--- config.mk ---
export PLATFORM = sky130hd
export DESIGN_NAME = flipflop_chain_controller
export DESIGN_NICKNAME = d
export VERILOG_FILES = /design/src/rtl/flipflop_chain_controller_pkg.sv /design/src/rtl/flipflop_chain_arbiter.sv /design/src/rtl/flipflop_chain_controller.sv
export SDC_FILE = /design/constraint.sdc
export NUM_CORES = 1
export LEC_CHECK = 0
export ABC_AREA = 1
export CAP_MARGIN = 0
export CORE_ASPECT_RATIO = 1.5
export CORE_MARGIN = 2
export CORE_UTILIZATION = 45
export DETAILED_ROUTE_END_ITERATION = 10
export GPL_TIMING_DRIVEN = 0
export PLACE_DENSITY = 0.73
export SLEW_MARGIN = 0
export SYNTH_ARGS = -nofsm -noshare
export SYNTH_HDL_FRONTEND = slang
export SYNTH_HIERARCHICAL = 1
export SYNTH_SLANG_ARGS = --single-unit
export TNS_END_PERCENT = 100
--- constraint.sdc ---
create_clock -name clockpulse -period 1.7 [get_ports clockpulse]
set_clock_uncertainty 0.2 [all_clocks]
set_input_delay 0.34 -clock clockpulse [delete_from_list [all_inputs] [get_ports clockpulse]]
set_output_delay 0.34 -clock clockpulse [all_outputs]
set_load 0.01 [all_outputs]
--- src/rtl/flipflop_chain_controller_pkg.sv ---
// Shared encodings for the flip-flop chain controller: FSM states and requester IDs.
package flipflop_chain_controller_pkg;

  typedef enum logic [1:0] {
    IDLE  = 2'd0,
    CLEAR = 2'd1,
    SHIFT = 2'd2,
    DONE  = 2'd3
  } state_t;

  localparam logic REQ_A = 1'b0;
  localparam logic REQ_B = 1'b1;

endpackage

--- src/rtl/flipflop_chain_arbiter.sv ---
// Two-way round-robin select; a tie goes to whoever was not served last.
module flipflop_chain_arbiter
  import flipflop_chain_controller_pkg::*;
(
  input  logic i_clk,
  input  logic i_rst_n,
  input  logic i_req_a,
  input  logic i_req_b,
  input  logic i_take,
  output logic o_valid,
  output logic o_winner
);

  logic r_last;
  logic w_winner;

  always_comb begin
    w_winner = REQ_A;
    if (i_req_a && i_req_b) w_winner = ~r_last;
    else if (i_req_b)       w_winner = REQ_B;
  end

  // Reset to B so that A wins the very first tie.
  always_ff @(posedge i_clk or negedge i_rst_n) begin
    if (!i_rst_n)                  r_last <= REQ_B;
    else if (i_take && o_valid)    r_last <= w_winner;
  end

  assign o_valid  = i_req_a | i_req_b;
  assign o_winner = w_winner;

endmodule

--- src/rtl/flipflop_chain_controller.sv ---
// Grants one of two requesters, clears the flip-flop chain, then shifts the
// captured word in MSB-first and pulses done once the chain holds it.
module flipflop_chain_controller
  import flipflop_chain_controller_pkg::*;
#(
  parameter int WIDTH     = 4,
  parameter int CNT_WIDTH = 3
) (
  input  logic             clockpulse,
  input  logic             clear_,
  input  logic             request_a,
  input  logic             request_b,
  input  logic [WIDTH-1:0] data_a,
  input  logic [WIDTH-1:0] data_b,
  output logic             grant_a,
  output logic             grant_b,
  output logic             busy,
  output logic             chain_clear,
  output logic             chain_data,
  output logic             chain_valid,
  output logic             done
);

  state_t               r_state, w_next;
  logic [CNT_WIDTH-1:0] r_count, w_idx;
  logic [WIDTH-1:0]     r_word, w_word_sh;
  logic                 r_grant_a, r_grant_b, r_busy, r_chain_clear;
  logic                 r_chain_data, r_chain_valid, r_done;
  logic                 w_take, w_req_valid, w_winner;

  flipflop_chain_arbiter u_arb (
    .i_clk    (clockpulse),
    .i_rst_n  (clear_),
    .i_req_a  (request_a),
    .i_req_b  (request_b),
    .i_take   (w_take),
    .o_valid  (w_req_valid),
    .o_winner (w_winner)
  );

  always_comb begin
    w_next = r_state;
    w_take = 1'b0;
    case (r_state)
      IDLE: if (w_req_valid) begin
        w_next = CLEAR;
        w_take = 1'b1;
      end
      CLEAR:   w_next = SHIFT;
      SHIFT:   if (r_count == '0) w_next = DONE;
      DONE:    w_next = IDLE;
      default: w_next = IDLE;
    endcase
  end

  // r_count is the index of the bit currently on chain_data; w_word_sh[0] is the next one.
  assign w_idx     = r_count - CNT_WIDTH'(1);
  assign w_word_sh = r_word >> w_idx;

  // Outputs are decoded from the next state so they appear registered in the state's own cycle.
  always_ff @(posedge clockpulse or negedge clear_) begin
    if (!clear_) begin
      r_state       <= IDLE;
      r_count       <= '0;
      r_word        <= '0;
      r_grant_a     <= 1'b0;
      r_grant_b     <= 1'b0;
      r_busy        <= 1'b0;
      r_chain_clear <= 1'b0;
      r_chain_data  <= 1'b0;
      r_chain_valid <= 1'b0;
      r_done        <= 1'b0;
    end else begin
      r_state       <= w_next;
      r_grant_a     <= w_take && (w_winner == REQ_A);
      r_grant_b     <= w_take && (w_winner == REQ_B);
      r_busy        <= (w_next != IDLE);
      r_chain_clear <= w_take;
      r_chain_valid <= (w_next == SHIFT);
      r_done        <= (w_next == DONE);

      if (w_take) begin
        r_word  <= (w_winner == REQ_B) ? data_b : data_a;
        r_count <= CNT_WIDTH'(WIDTH - 1);
      end else if (r_state == SHIFT && r_count != '0) begin
        r_count <= w_idx;
      end

      if (r_state == CLEAR)                         r_chain_data <= r_word[WIDTH-1];
      else if (r_state == SHIFT && r_count != '0)   r_chain_data <= w_word_sh[0];
      else                                          r_chain_data <= 1'b0;
    end
  end

  assign grant_a     = r_grant_a;
  assign grant_b     = r_grant_b;
  assign busy        = r_busy;
  assign chain_clear = r_chain_clear;
  assign chain_data  = r_chain_data;
  assign chain_valid = r_chain_valid;
  assign done        = r_done;

endmodule

==> results of run 1 <==
stage by stage:
| step | setup slack [ps] | total power [W] | instances |
|---|---|---|---|
| detailed placement | -139 | 0.00155 | 136 |
| global route | 78.7 | 0.00186 | 140 |
| floorplan | 389 | 0.00127 | 97 |
| global placement | -115 | 0.00151 | 136 |
| CTS | 4.43 | 0.00175 | 140 |
| finish | 170 | 0.00172 | 140 |
cell families (layout without fill, tap and decap cells):
logic type | after synthesis | in the layout | share of synthesized area [%]
AOI/OAI and AO/OA | 10 | 10 | 9.49
adders and majority gates | 6 | 6 | 8.50
buffers and inverters | 18 | 40 | 7.93
DFF | 17 | 17 | 48.3
and+or+nand+nor | 46 | 46 | 25.8
cell usage in the layout, fill, tap and decap left out:
master,instances
dlymetal6s2s_1,4
inv_2,6
clkdlybuf4s50_1,11
nor2_4,2
nor2_1,2
dfstp_2,1
nand3b_1,1
a21oi_1,2
ha_1,6
dlygate4sd2_1,3
inv_4,1
o21ai_1,3
and2_1,1
nand3_1,8
nand2_4,1
o21ai_2,1
clkbuf_1,1
inv_1,11
or2_1,1
clkbuf_4,3
nand3_2,1
o211ai_2,4
dfrtp_1,16
nand2_1,26
nand2_2,3
sequential cells by signal, indices dropped and copies added (netlist names):
name          cells
r_count           3
chain_data        1
chain_valid       1
r_state           2
done              1
busy              1
chain_clear       1
r_word            4
grant_a           1
u_arb/r_last      1
grant_b           1
cells in the mapped netlist:
cell	number	share of area [%]
nand2_2	3	2.1
inv_2	6	2.5
nand2_4	1	1.3
ha_1	6	8.5
and2_1	1	0.71
inv_1	11	4.7
o21ai_2	1	0.99
dfrtp_1	16	45
dfstp_2	1	3.0
o21ai_1	3	1.7
nor2_4	2	2.5
inv_4	1	0.71
nand3b_1	1	0.85
a21oi_1	2	1.1
nand3_2	1	1.1
nor2_1	2	0.85
or2_1	1	0.71
nand3_1	8	4.5
nand2_1	26	11
o211ai_2	4	5.7
area by class of cell:
cell class	instances	area, sq um	area share (%)
repair buffers	18	186	16.6
multi-input cells	62	387	34.4
well taps	21	26.3	2.34
clock buffers	4	26.3	2.34
inverters	18	70.1	6.24
flip-flops and latches	17	427	38.0
power by group:
| part | switching, W | total [W] | internal, W | leakage [nW] |
|---|---|---|---|---|
| Combinational | 0.000504 | 0.000858 | 0.000354 | 0.405 |
| Clock | 0.000126 | 0.000217 | 0.0000913 | 0.0150 |
| Sequential | 0.0000688 | 0.000640 | 0.000571 | 0.209 |
worst max path at each step:
stage                                   endpoint  slack [ps]  cells past startpoint
final                     r_count[1]$_DFFE_PN0P_         170                      6
after global routing      r_count[1]$_DFFE_PN0P_          80                      6
after global placement    r_count[1]$_DFFE_PN0P_        -120                      6
after detailed placement  r_count[1]$_DFFE_PN0P_        -140                      6
after floorplan           r_count[1]$_DFFE_PN0P_         390                      6
after CTS                            chain_valid           4                      1
routing by layer:
layer  up-vias  global-route usage [%]  part of all wire [%]
met3         4                    4.60                   2.9
met2        11                    28.8                    57
li1        345                       -                     -
met5         -                       0                     0
met4         0                    7.14                   1.8
met1       318                    18.4                    39
timing repair:
| item | 4_1_cts | 5_1_grt |
|---|---|---|
| endpoints found under the setup margin | 3 | 4 |
| hold buffers | 0 | 0 |
| resized for setup | 3 | 4 |
==> impl_metrics.json, run 1 <==
{
  "final_util_pct": 61.3,
  "status": "completed",
  "start_util_pct": 48.3,
  "h-tree-depth": 1,
  "cp.arrival_ps": 1510,
  "place_congestion": 0.742,
  "overflow": 0,
  "r2r_start": "r_state[0]$_DFF_PN0_",
  "vias": 678,
  "worstPathRequired_ps": 1680,
  "num-nets-final": 138,
  "dr.first_iter.drc_count": 7,
  "post_cts_buffers": 0,
  "ant_nets": 0,
  "setup_viol": 0,
  "synth_cell_types": 20,
  "path_clk_slew_ps": 100,
  "core_area_sq_mm": 0.00183,
  "routedWlPerCell_um": 10.7,
  "finalWorstPathRequiredPeriod_ps": 1530,
  "rr_worst_depth": 6,
  "cellLeakagePower_nw": 0.629,
  "cts_buffers": 3,
  "rows": 19,
  "crit_chain": "clkdlybuf4s50_1 > or2_1 > nand2_4 > inv_4 > a21oi_1 > o21ai_1",
  "die_w_um": 40.2,
  "avgSynthCellArea_sq_um": 9.11,
  "slew_headroom_pct": 51.5,
  "io_buffers": 18,
  "area_growth_pct": 27.1,
  "worstReg2RegEnd": "r_count[1]$_DFFE_PN0P_",
  "cp-start-kind": "primary input",
  "fin_tns_setup_ps": 0,
  "syn-cell-area_sq_um": 883,
  "worstSkewPairLatency_ps": 290,
  "cts_tree": "done",
  "clock_sinks": 17,
  "path_max_fanout": 8,
  "ys_ff_latch": 17,
  "rsz0062_at_grt": "false",
  "period_share_pct": 90.0,
  "dp_hpwl_um": 1190,
  "hold-worst-slack_ps": 272,
  "rrSetupSlack_ps": 270,
  "maxCapViolCount": 0,
  "worstSetupPathType": "primary input to flip-flop",
  "synthesis.nets": 115,
  "startpoint": "request_b",
  "critPathBufInv": 2,
  "die_h_um": 58.3,
  "drv_slew": 0,
  "root_buffer": "clkbuf_4",
  "report.final.hold_viol_count": 0,
  "firstDrtPassIters": 4,
  "synth_cells": 97,
  "fp.dieArea_sq_mm": 0.00234,
  "fillers": 153,
  "grt_max_degree": 18,
  "track_usage_pct": 16.8,
  "ys_warn_count": 6,
  "ir_drop_uv": 872,
  "cts_buffer_depth": 2,
  "fmax_mhz": 654,
  "slowest_delay_ps": 450,
  "n_antenna_cell": 0,
  "grt_pass1_vias": 669,
  "drcViolationCount": 0,
  "fin_area_sq_mm": 0.00112,
  "worstMarginPinSlew_ps": 725,
  "routed_wirelength_um": 1500,
  "powerDensity_mw_per_mm2": 1530,
  "placed_cell_area_sq_mm": 0.00109,
  "drive_gt1_share_pct": 19.3,
  "grt_pass1_wl_um": 2700,
  "ys_seq_area_share_pct": 48.3,
  "crit_family": "buffers and inverters",
  "vias_per_cell": 4.84,
  "crit_slowest_cell": "clkdlybuf4s50_1",
  "antenna_found_initial": 0,
  "ios": 19,
  "min_path_type": "primary input to asynchronous set/reset pin",
  "critPathCaptureType": "flip-flop"
}
No activity file was read; power rests on OpenSTA's default activity.
==> run 2, diff against run 1 <==
--- a/config.mk
+++ b/config.mk
@@ -8,7 +8,6 @@
 export ABC_AREA = 1
 export CAP_MARGIN = 0
 export CORE_ASPECT_RATIO = 1.5
-export CORE_MARGIN = 2
 export CORE_UTILIZATION = 45
 export DETAILED_ROUTE_END_ITERATION = 10
 export GPL_TIMING_DRIVEN = 0
==> run 2 against run 1 <==
Net effect:
- die area shrank 8.2%
- core utilization shrank 0.21 points
- total power shrank 1.2%
- wire length shrank 1.9%
- non-clock buffer count is the same
- register-to-register slack is essentially flat
- critical endpoint unchanged
- largest power group unchanged
==> impl_metrics.json, run 2 (synthesized netlist as in run 1, its figures left out) <==
{
  "drv_slew": 0,
  "cts_tree": "done",
  "slowest_delay_ps": 450,
  "crit_family": "buffers and inverters",
  "critPathCaptureType": "flip-flop",
  "cp-start-kind": "primary input",
  "slew_headroom_pct": 50.8,
  "hold_start": "u_arb/r_last$_DFFE_PN1P_",
  "fin_tns_setup_ps": 0,
  "root_buffer": "clkbuf_4",
  "r2r_start": "r_state[0]$_DFF_PN0_",
  "fp.dieArea_sq_mm": 0.00215,
  "switchingPower_w": 0.000684,
  "antenna_found_initial": 0,
  "hold-worst-slack_ps": 264,
  "vias_per_cell": 4.73,
  "cp.arrival_ps": 1510,
  "fmax_mhz": 654,
  "crit_chain": "clkdlybuf4s50_1 > or2_1 > nand2_4 > inv_4 > a21oi_1 > o21ai_1",
  "ant_nets": 0,
  "cts_buffer_depth": 2,
  "grt_pass1_wl_um": 2570,
  "status": "completed",
  "p_sw_share_pct": 40.3,
  "final_cell_mix": "26 x nand2_1, 16 x dfrtp_1, 11 x inv_1, 11 x clkdlybuf4s50_1, 8 x nand3_1",
  "worstPathRequired_ps": 1680,
  "placed_cell_area_sq_mm": 0.00109,
  "fillers": 156,
  "worstMarginPinSlew_ps": 736,
  "n_antenna_cell": 0,
  "die_h_um": 56.3,
  "routedWlPerCell_um": 10.5,
  "start_util_pct": 48.3,
  "hold_end": "u_arb/r_last$_DFFE_PN1P_",
  "maxCapViolCount": 0,
  "post_cts_buffers": 0,
  "vias": 662,
  "ir_drop_uv": 782,
  "hold_depth": 2,
  "place_congestion": 0.750,
  "largest_register_ffs": 4,
  "grt_pass1_vias": 640,
  "critPathBufInv": 2,
  "track_usage_pct": 17.3,
  "cellLeakagePower_nw": 0.617,
  "overflow": 0,
  "die_w_um": 38.2,
  "fin_area_sq_mm": 0.00112,
  "final_util_pct": 61.1,
  "worstSetupPathType": "primary input to flip-flop",
  "setup_viol": 0,
  "area_growth_pct": 26.6,
  "h-tree-depth": 1,
  "rsz0062_at_grt": "false",
  "dp_hpwl_um": 1150,
  "num-nets-final": 138,
  "cts_buffers": 3,
  "drive_gt1_share_pct": 19.3,
  "ios": 19,
  "largest_register": "r_word",
  "largestRegisters": "r_word x4, r_count x3, r_state x2",
  "rows": 19,
  "core_area_sq_mm": 0.00183,
  "p_comb_share_pct": 49.7,
  "powerDensity_mw_per_mm2": 1520,
  "sequentialPowerShare_pct": 37.7,
  "rr_worst_depth": 6,
  "crit_slowest_cell": "clkdlybuf4s50_1",
  "worstSkewPairLatency_ps": 290,
  "rrSetupSlack_ps": 270,
  "drcViolationCount": 0,
  "p_int_w": 0.00101,
  "report.final.hold_viol_count": 0,
  "final_common_cell": "nand2_1",
  "clock_sinks": 17,
  "path_depth": 6,
  "io_buffers": 18,
  "worstReg2RegEnd": "r_count[1]$_DFFE_PN0P_",
  "routed_wirelength_um": 1470,
  "finalWorstPathRequiredPeriod_ps": 1530,
  "grt_max_degree": 18,
  "p_clk_share_pct": 12.6,
  "total_power_w": 0.00170,
  "path_max_fanout": 8,
  "min_path_type": "flip-flop to flip-flop",
  "period_share_pct": 89.9,
  "firstDrtPassIters": 3,
  "dr.first_iter.drc_count": 1,
  "path_clk_slew_ps": 100
}
==> run 2: final cells by class <==
type	instances	area, sq um	area share, %
Tap cell	21	26.3	2.35
Sequential cell	17	427	38.1
Multi-Input combinational cell	62	387	34.6
Inverter	18	70.1	6.26
Clock buffer	4	26.3	2.35
Timing Repair Buffer	18	183	16.3
==> run 2: worst max-delay path by stage <==
| stage | start | slack, ps | to |
|---|---|---|---|
| after CTS | chain_clear$_DFF_PN0_ | 1 | chain_clear |
| after global placement | request_b | -120 | r_count[1]$_DFFE_PN0P_ |
| after detailed placement | request_b | -150 | r_count[1]$_DFFE_PN0P_ |
| final | request_b | 170 | r_count[1]$_DFFE_PN0P_ |
| after floorplan | r_state[0]$_DFF_PN0_ | 390 | r_count[1]$_DFFE_PN0P_ |
| after global routing | request_b | 100 | r_count[1]$_DFFE_PN0P_ |
==> run 2: through the flow <==
step	setup WS [ps]	std cells
after detailed placement	-147	136
after global routing	97.2	140
after CTS	0.992	140
final	172	140
after global placement	-115	136
after floorplan	389	97
==> run 2: power by group through the flow <==
stage / Combinational (W) / Sequential [W] / Clock, W
finish: 0.000843 / 0.000639 / 0.000214
global route: 0.000958 / 0.000658 / 0.000239
detailed placement: 0.000888 / 0.000653 / 0
floorplan: 0.000606 / 0.000669 / 0
CTS: 0.000869 / 0.000642 / 0.000225
global placement: 0.000863 / 0.000646 / 0
==> run 2: timing repair <==
action                     CTS  global route
hold buffers                 0             0
resized for setup            4             3
setup endpoints to repair    4             3
==> run 2: worst reg2reg max path, cell delays in order, from the launching register on <==
cell     delay [ps]
dfrtp_1         410
inv_2            80
ha_1            230
nand2_4         140
inv_4            80
a21oi_1         110
o21ai_1          70
==> run 2: layer usage <==
metal  share of wire [%]  track usage (%)  vias up  wire length [um]
li1                    -                -      346                 -
met1                  41             19.4      302               604
met2                  53             27.6       10               779
met3                 2.6             3.56        4                39
met4                 3.5             12.2        0                51
met5                   0                0        -                 0
==> patch 1, RTL diff (config.mk and constraints of run 2) <==
The 4 states of `state_t` get a Gray code encoding in 2 bits.
--- a/src/rtl/flipflop_chain_controller_pkg.sv
+++ b/src/rtl/flipflop_chain_controller_pkg.sv
@@ -3,8 +3,8 @@
 
   typedef enum logic [1:0] {
-    IDLE  = 2'd0,
-    CLEAR = 2'd1,
-    SHIFT = 2'd2,
-    DONE  = 2'd3
+    IDLE  = 2'b00,
+    CLEAR = 2'b01,
+    SHIFT = 2'b11,
+    DONE  = 2'b10
   } state_t;
 
Function: no difference found for any inputs over 10 cycles, from zero or initial values; not proved beyond that.
==> patch 1 against run 2 <==
- critical endpoint is now chain_clear
- cell count decreased by 2.1%
- wire length decreased by 7.2%
- sequential cell count unchanged
- via count decreased by 2.7%
- register-to-register slack got worse by 50 ps
- count of clock-buffer cells in the layout decreased by 1
- largest cell class unchanged
- design area decreased by 6.6%
- sequential power increased by 2%
- total power decreased by 2.1%
- setup slack improved by 26 ps
- synthesized cell count decreased by 2.1%
- area after synthesis decreased by 7.4%
==> patch 1: results (changes against run 2) <==
Outcome: finished, final reports clean (unchanged)
Worst reg2reg path endpoint: r_word[0]$_DFFE_PN0P_ (was r_count[1]$_DFFE_PN0P_)
Synth cell types: 20 (unchanged)
Power dissipated by switching net loads: 0.000682 W (was 0.000684 W)
Diodes inserted: 0 (unchanged)
Total track usage: 17.8% (was 17.3%)
Delay of the slowest cell on the worst path: 390 ps (was 450 ps)
Latest clock arrival within the worst-skew pair: 300 ps
Timing startpoint of the critical path: chain_clear$_DFF_PN0_ (was request_b)
Most numerous cell types in the synthesized netlist: 31 x nand2_1, 16 x dfrtp_1, 12 x inv_1 (was 26 x nand2_1, 16 x dfrtp_1, 11 x inv_1)
Static power due to leakage: 0.556 nW (was 0.617 nW)
Peak supply drop: 0.844 mV (was 0.782 mV)
Slew headroom: 51.6% (was 50.8%)
First-pass DRT Iterations: 3 (unchanged)
Iter 0 DRT Violations: 8 (was 1)
Total number of nets in the final design: 132 (was 138)
Setup crit end: chain_clear (was r_count[1]$_DFFE_PN0P_)
Crit path max fanout: 1 (was 8)
Final routed wirelength across all metal layers: 1.37 mm (was 1.47 mm)
Clock input transition at the sequential cells of the worst setup and hold paths: 110 ps
Total number of yosys warnings: 6 (unchanged)
Share of async-settable or async-resettable flops after synthesis: 100% (unchanged)
H-tree lvl count: 1 (unchanged)
Worst Path Arrival: 960 ps (was 1510 ps)
Number of buffers inserted by port buffering: 18 (unchanged)
CP max stage cell: dfrtp_1 (was clkdlybuf4s50_1)
Largest cells by area after synthesis: dfrtp_1 49%, nand2_1 14%, inv_1 5.5%, nand3_1 4.3%, o21ai_2 4.3% (was dfrtp_1 45%, nand2_1 11%, ha_1 8.5%, o211ai_2 5.7%, inv_1 4.7%)
FF-to-FF Start: u_arb/r_last$_DFFE_PN1P_ (was r_state[0]$_DFF_PN0_)
Slack of the worst reg-to-reg path: 220 ps (was 270 ps)
Final Wtd Congestion: 0.695 (was 0.750)
Die Width: 36.8 um (was 38.2 um)
Gate family responsible for the most delay along the worst path: flip-flops (was buffers and inverters)
Filler Cell Count: 161 (was 156)
Wire length of the first global-routing pass: 2.42 mm (was 2.57 mm)
Routed via count: 644 (was 662)
Fraction of layout instances using a drive strength above 1: 17.1% (was 19.3%)
Post-Syn Nets: 109 (was 115)
Most numerous cell in the Yosys netlist: nand2_1 (unchanged)
Detailed placer's ending HPWL: 1.09 mm (was 1.15 mm)
Maximum number of pins on one net before global-route repair: 18 (unchanged)
Dominant register cell in the synthesized netlist: dfrtp_1 (unchanged)
Number of global-route vias before repair: 613 (was 640)
Regs by FF count: r_word: 4 flops, r_count: 3 flops, r_state: 2 flops (unchanged)
Worst hold-check path type: in -> async (was reg -> reg)
Worst Reg2Reg Path Length in Cells: 7 (was 6)
Share of the yosys chip area belonging to registers: 52.1% (was 48.3%)
Initial antenna violation count: 0 (unchanged)
CTS Root Buffer Type: clkbuf_4 (unchanged)
Longest Clk Path Bufs: 2 (unchanged)
==> patch 1: cells by family after synthesis <==
family,after synthesis,synth area share [%]
AOI/OAI and AO/OA,7,6.42
DFF,17,52.1
adders and majority gates,2,3.06
buffers and inverters,16,7.95
and+or+nand+nor,53,30.4
==> patch 1: cell type report <==
cell class                 instances  area share (%)
inverter                          15            5.87
buffer                             1           0.359
tap                               20            2.40
clock buffer                       3            2.16
timing repair buffer              18            16.4
multi-input combinational         62            31.3
sequential                        17            40.8
clock inverter                     1           0.719
==> patch 1: routing by layer <==
metal	share of wire [%]	global-route usage, %
met1	41	16.8
met4	3.4	14.8
met5	0	0
met3	2.9	1.63
met2	53	33.9
==> patch 1: power groups by stage <==
stage | logic (W) | clock network [W] | registers (W)
after global routing | 0.000896 | 0.000245 | 0.000669
after CTS | 0.000791 | 0.000232 | 0.000654
after detailed placement | 0.000822 | 0 | 0.000666
final | 0.000781 | 0.000226 | 0.000653
after global placement | 0.000798 | 0 | 0.000659
after floorplan | 0.000559 | 0 | 0.000678
==> patch 1: how the worst min path moves through the flow <==
stage,from,endpoint,slack [ps]
3_3_place_gp,u_arb/r_last$_DFFE_PN1P_,u_arb/r_last$_DFFE_PN1P_,250
6_report,clear_,busy$_DFF_PN0_,260
2_1_floorplan,clear_,busy$_DFF_PN0_,-160
4_1_cts,u_arb/r_last$_DFFE_PN1P_,u_arb/r_last$_DFFE_PN1P_,270
5_1_grt,u_arb/r_last$_DFFE_PN1P_,u_arb/r_last$_DFFE_PN1P_,300
3_5_place_dp,u_arb/r_last$_DFFE_PN1P_,u_arb/r_last$_DFFE_PN1P_,260
==> patch 1: repair_timing <==
item | CTS | global route
endpoints found under the setup margin | 7 | 0
resized for setup | 7 | 0
setup buffers | 0 | 0
hold endpoints to repair | 0 | 0
==> patch 1: metrics by stage <==
| step | instance area (um^2) | power (W) | setup TNS, ps | instances | setup slack (ps) |
|---|---|---|---|---|---|
| final | 1040 | 0.00166 | 0 | 137 | 198 |
| after global routing | 1040 | 0.00181 | 0 | 137 | 20.1 |
| after CTS | 1040 | 0.00168 | 0 | 137 | 184 |
| after floorplan | 818 | 0.00124 | 0 | 95 | 370 |
| after detailed placement | 1020 | 0.00149 | -527 | 133 | -119 |
| after global placement | 1020 | 0.00146 | -337 | 133 | -74.3 |
==> patch 2, RTL diff (config.mk and constraints of run 2) <==
Made on the original files. The parameter `CNT_WIDTH` goes from 3 to 6.
--- a/src/rtl/flipflop_chain_controller.sv
+++ b/src/rtl/flipflop_chain_controller.sv
@@ -5,5 +5,5 @@
 #(
   parameter int WIDTH     = 4,
-  parameter int CNT_WIDTH = 3
+  parameter int CNT_WIDTH = 6
 ) (
   input  logic             clockpulse,
Function: same outputs for any inputs over 10 cycles, from zero or initial values; that may be too few to reach the edited logic, so the function may still have changed.
==> patch 2 against run 2 <==
- wire length is 31% higher
- area after synthesis rose by 18%
- critical path depth down 1
- setup slack lost 96 ps
- sequential power up 16%
- design area grew 15%
- hold slack gained 4.9 ps
- sequential cell count up 3
- largest power group unchanged
- total power is 16% higher
- non-clock buffer count is 1 higher
- global-route usage grew 1.6 points
==> patch 2: results (changes against run 2) <==
Largest cells by area after synthesis: dfrtp_1 46%, nand2_1 13%, ha_1 7.2%, inv_1 5.4%, nand3_1 3.8% (was dfrtp_1 45%, nand2_1 11%, ha_1 8.5%, o211ai_2 5.7%, inv_1 4.7%)
Post-placement worst setup slack: -243 ps (was -147 ps)
Clock period minus worst slack: 1620 ps (was 1530 ps)
Maximum number of pins on one net before global-route repair: 21 (was 18)
Final Wtd Congestion: 0.733 (was 0.750)
Number of global-route vias before repair: 799 (was 640)
Number of buffers inserted by port buffering: 18 (unchanged)
First-pass DRT Iterations: 4 (was 3)
Fraction of layout instances using a drive strength above 1: 11.5% (was 19.3%)
Wire length of the first global-routing pass: 3.27 mm (was 2.57 mm)
Diodes inserted: 0 (unchanged)
Share of the yosys chip area belonging to registers: 48.1% (was 48.3%)
Initial antenna violation count: 0 (unchanged)
Latest clock arrival within the worst-skew pair: 290 ps (about the same)
Share of async-settable or async-resettable flops after synthesis: 100% (unchanged)
Worst Reg2Reg Path Length in Cells: 7 (was 6)
Post-synthesis average cell area: 8.34 um^2 (was 9.11 um^2)
Slack of the worst reg-to-reg path: 100 ps (was 270 ps)
Worst Path Arrival: 1660 ps (was 1510 ps)
Most numerous cell types in the synthesized netlist: 37 x nand2_1, 19 x dfrtp_1, 15 x inv_1 (was 26 x nand2_1, 16 x dfrtp_1, 11 x inv_1)
Via density: 5.02 (was 4.73)
Static power due to leakage: 0.662 nW (was 0.617 nW)
Dominant register cell in the synthesized netlist: dfrtp_1 (unchanged)
Final routed wirelength across all metal layers: 1.93 mm (was 1.47 mm)
Routed via count: 858 (was 662)
Post-Syn Nets: 143 (was 115)
Timing startpoint of the critical path: request_b (unchanged)
Regs by FF count: r_count: 6 flops, r_word: 4 flops, r_state: 2 flops (was r_word: 4 flops, r_count: 3 flops, r_state: 2 flops)
Total number of nets in the final design: 167 (was 138)
Peak supply drop: 0.876 mV (was 0.782 mV)
Worst reg2reg path endpoint: r_word[1]$_DFFE_PN0P_ (was r_count[1]$_DFFE_PN0P_)
Setup crit end: chain_valid$_DFF_PN0_ (was r_count[1]$_DFFE_PN0P_)
Outcome: finished, final reports clean (unchanged)
Iter 0 DRT Violations: 26 (was 1)
H-tree lvl count: 1 (unchanged)
Placed cells: 166 (was 136)
Num CTS Buffers: 3 (unchanged)
Crit path max fanout: 4 (was 8)
Synth cell types: 23 (was 20)
Actual slew at the worst max-slew pin: 869 ps (was 736 ps)
Total track usage: 18.9% (was 17.3%)
Detailed placer's ending HPWL: 1.52 mm (was 1.15 mm)
patch 2: cell families (layout without fill, tap and decap cells):
group | after synthesis | after routing | share of synthesized area (%)
compound gates | 13 | 13 | 7.20
xor+xnor | 1 | 1 | 0.840
flops | 20 | 20 | 48.1
simple gates | 66 | 66 | 29.8
buf+inv | 19 | 42 | 6.84
fa+ha+maj | 6 | 6 | 7.20
patch 2: worst min path at each step:
| stage | startpoint | slack, ps | depth (start not counted) | to |
|---|---|---|---|---|
| final | u_arb/r_last$_DFFE_PN1P_ | 270 | 2 | u_arb/r_last$_DFFE_PN1P_ |
| after global routing | u_arb/r_last$_DFFE_PN1P_ | 300 | 2 | u_arb/r_last$_DFFE_PN1P_ |
| after CTS | u_arb/r_last$_DFFE_PN1P_ | 270 | 2 | u_arb/r_last$_DFFE_PN1P_ |
| after detailed placement | u_arb/r_last$_DFFE_PN1P_ | 260 | 2 | u_arb/r_last$_DFFE_PN1P_ |
| after global placement | u_arb/r_last$_DFFE_PN1P_ | 250 | 2 | u_arb/r_last$_DFFE_PN1P_ |
| after floorplan | clear_ | -160 | 0 | busy$_DFF_PN0_ |
patch 2: worst max-delay path, cell delays in order:
cell and delay, ps:
clkdlybuf4s50_1 450, or2_1 300, o21ai_0 330, nand2_1 130, nor2_1 100
patch 2: stage by stage:
step	util [%]	instance area [um^2]	TNS (ps)
floorplan	-	1040	0
global placement	56.7	1250	-2690
detailed placement	56.7	1250	-2860
CTS	57.5	1270	0
global route	58.4	1290	0
finish	58.4	1290	0
patch 2: what timing repair did:
| item | 4_1_cts | 5_1_grt |
|---|---|---|
| resized for setup | 6 | 4 |
| setup buffers | 0 | 1 |
| pin swaps | 0 | 0 |
| endpoints found under the hold margin | 0 | 0 |
| endpoints found under the setup margin | 6 | 9 |
| hold buffers | 0 | 0 |
patch 2: layout make-up:
cell class | count | area (um^2)
Sequential cell | 20 | 502
Inverter | 19 | 76.3
Fill cell | 216 | 917
Tap cell | 23 | 28.8
Clock buffer | 4 | 26.3
Timing Repair Buffer | 19 | 183
Multi-Input combinational cell | 86 | 474
patch 2: routing by layer:
metal  up-vias  global-route usage, %  wire length, um
li1        441                      -                -
met1       403                   24.5              816
met2        12                   31.3             1060
met3         2                   2.20               38
met4         0                   6.91               19
met5         -                      0                0
patch 2: where the power goes:
group | internal, W | switching [W]
Sequential | 0.000657 | 0.0000858
Combinational | 0.000392 | 0.000610
Clock | 0.0000912 | 0.000136
Total | 0.00114 | 0.000832
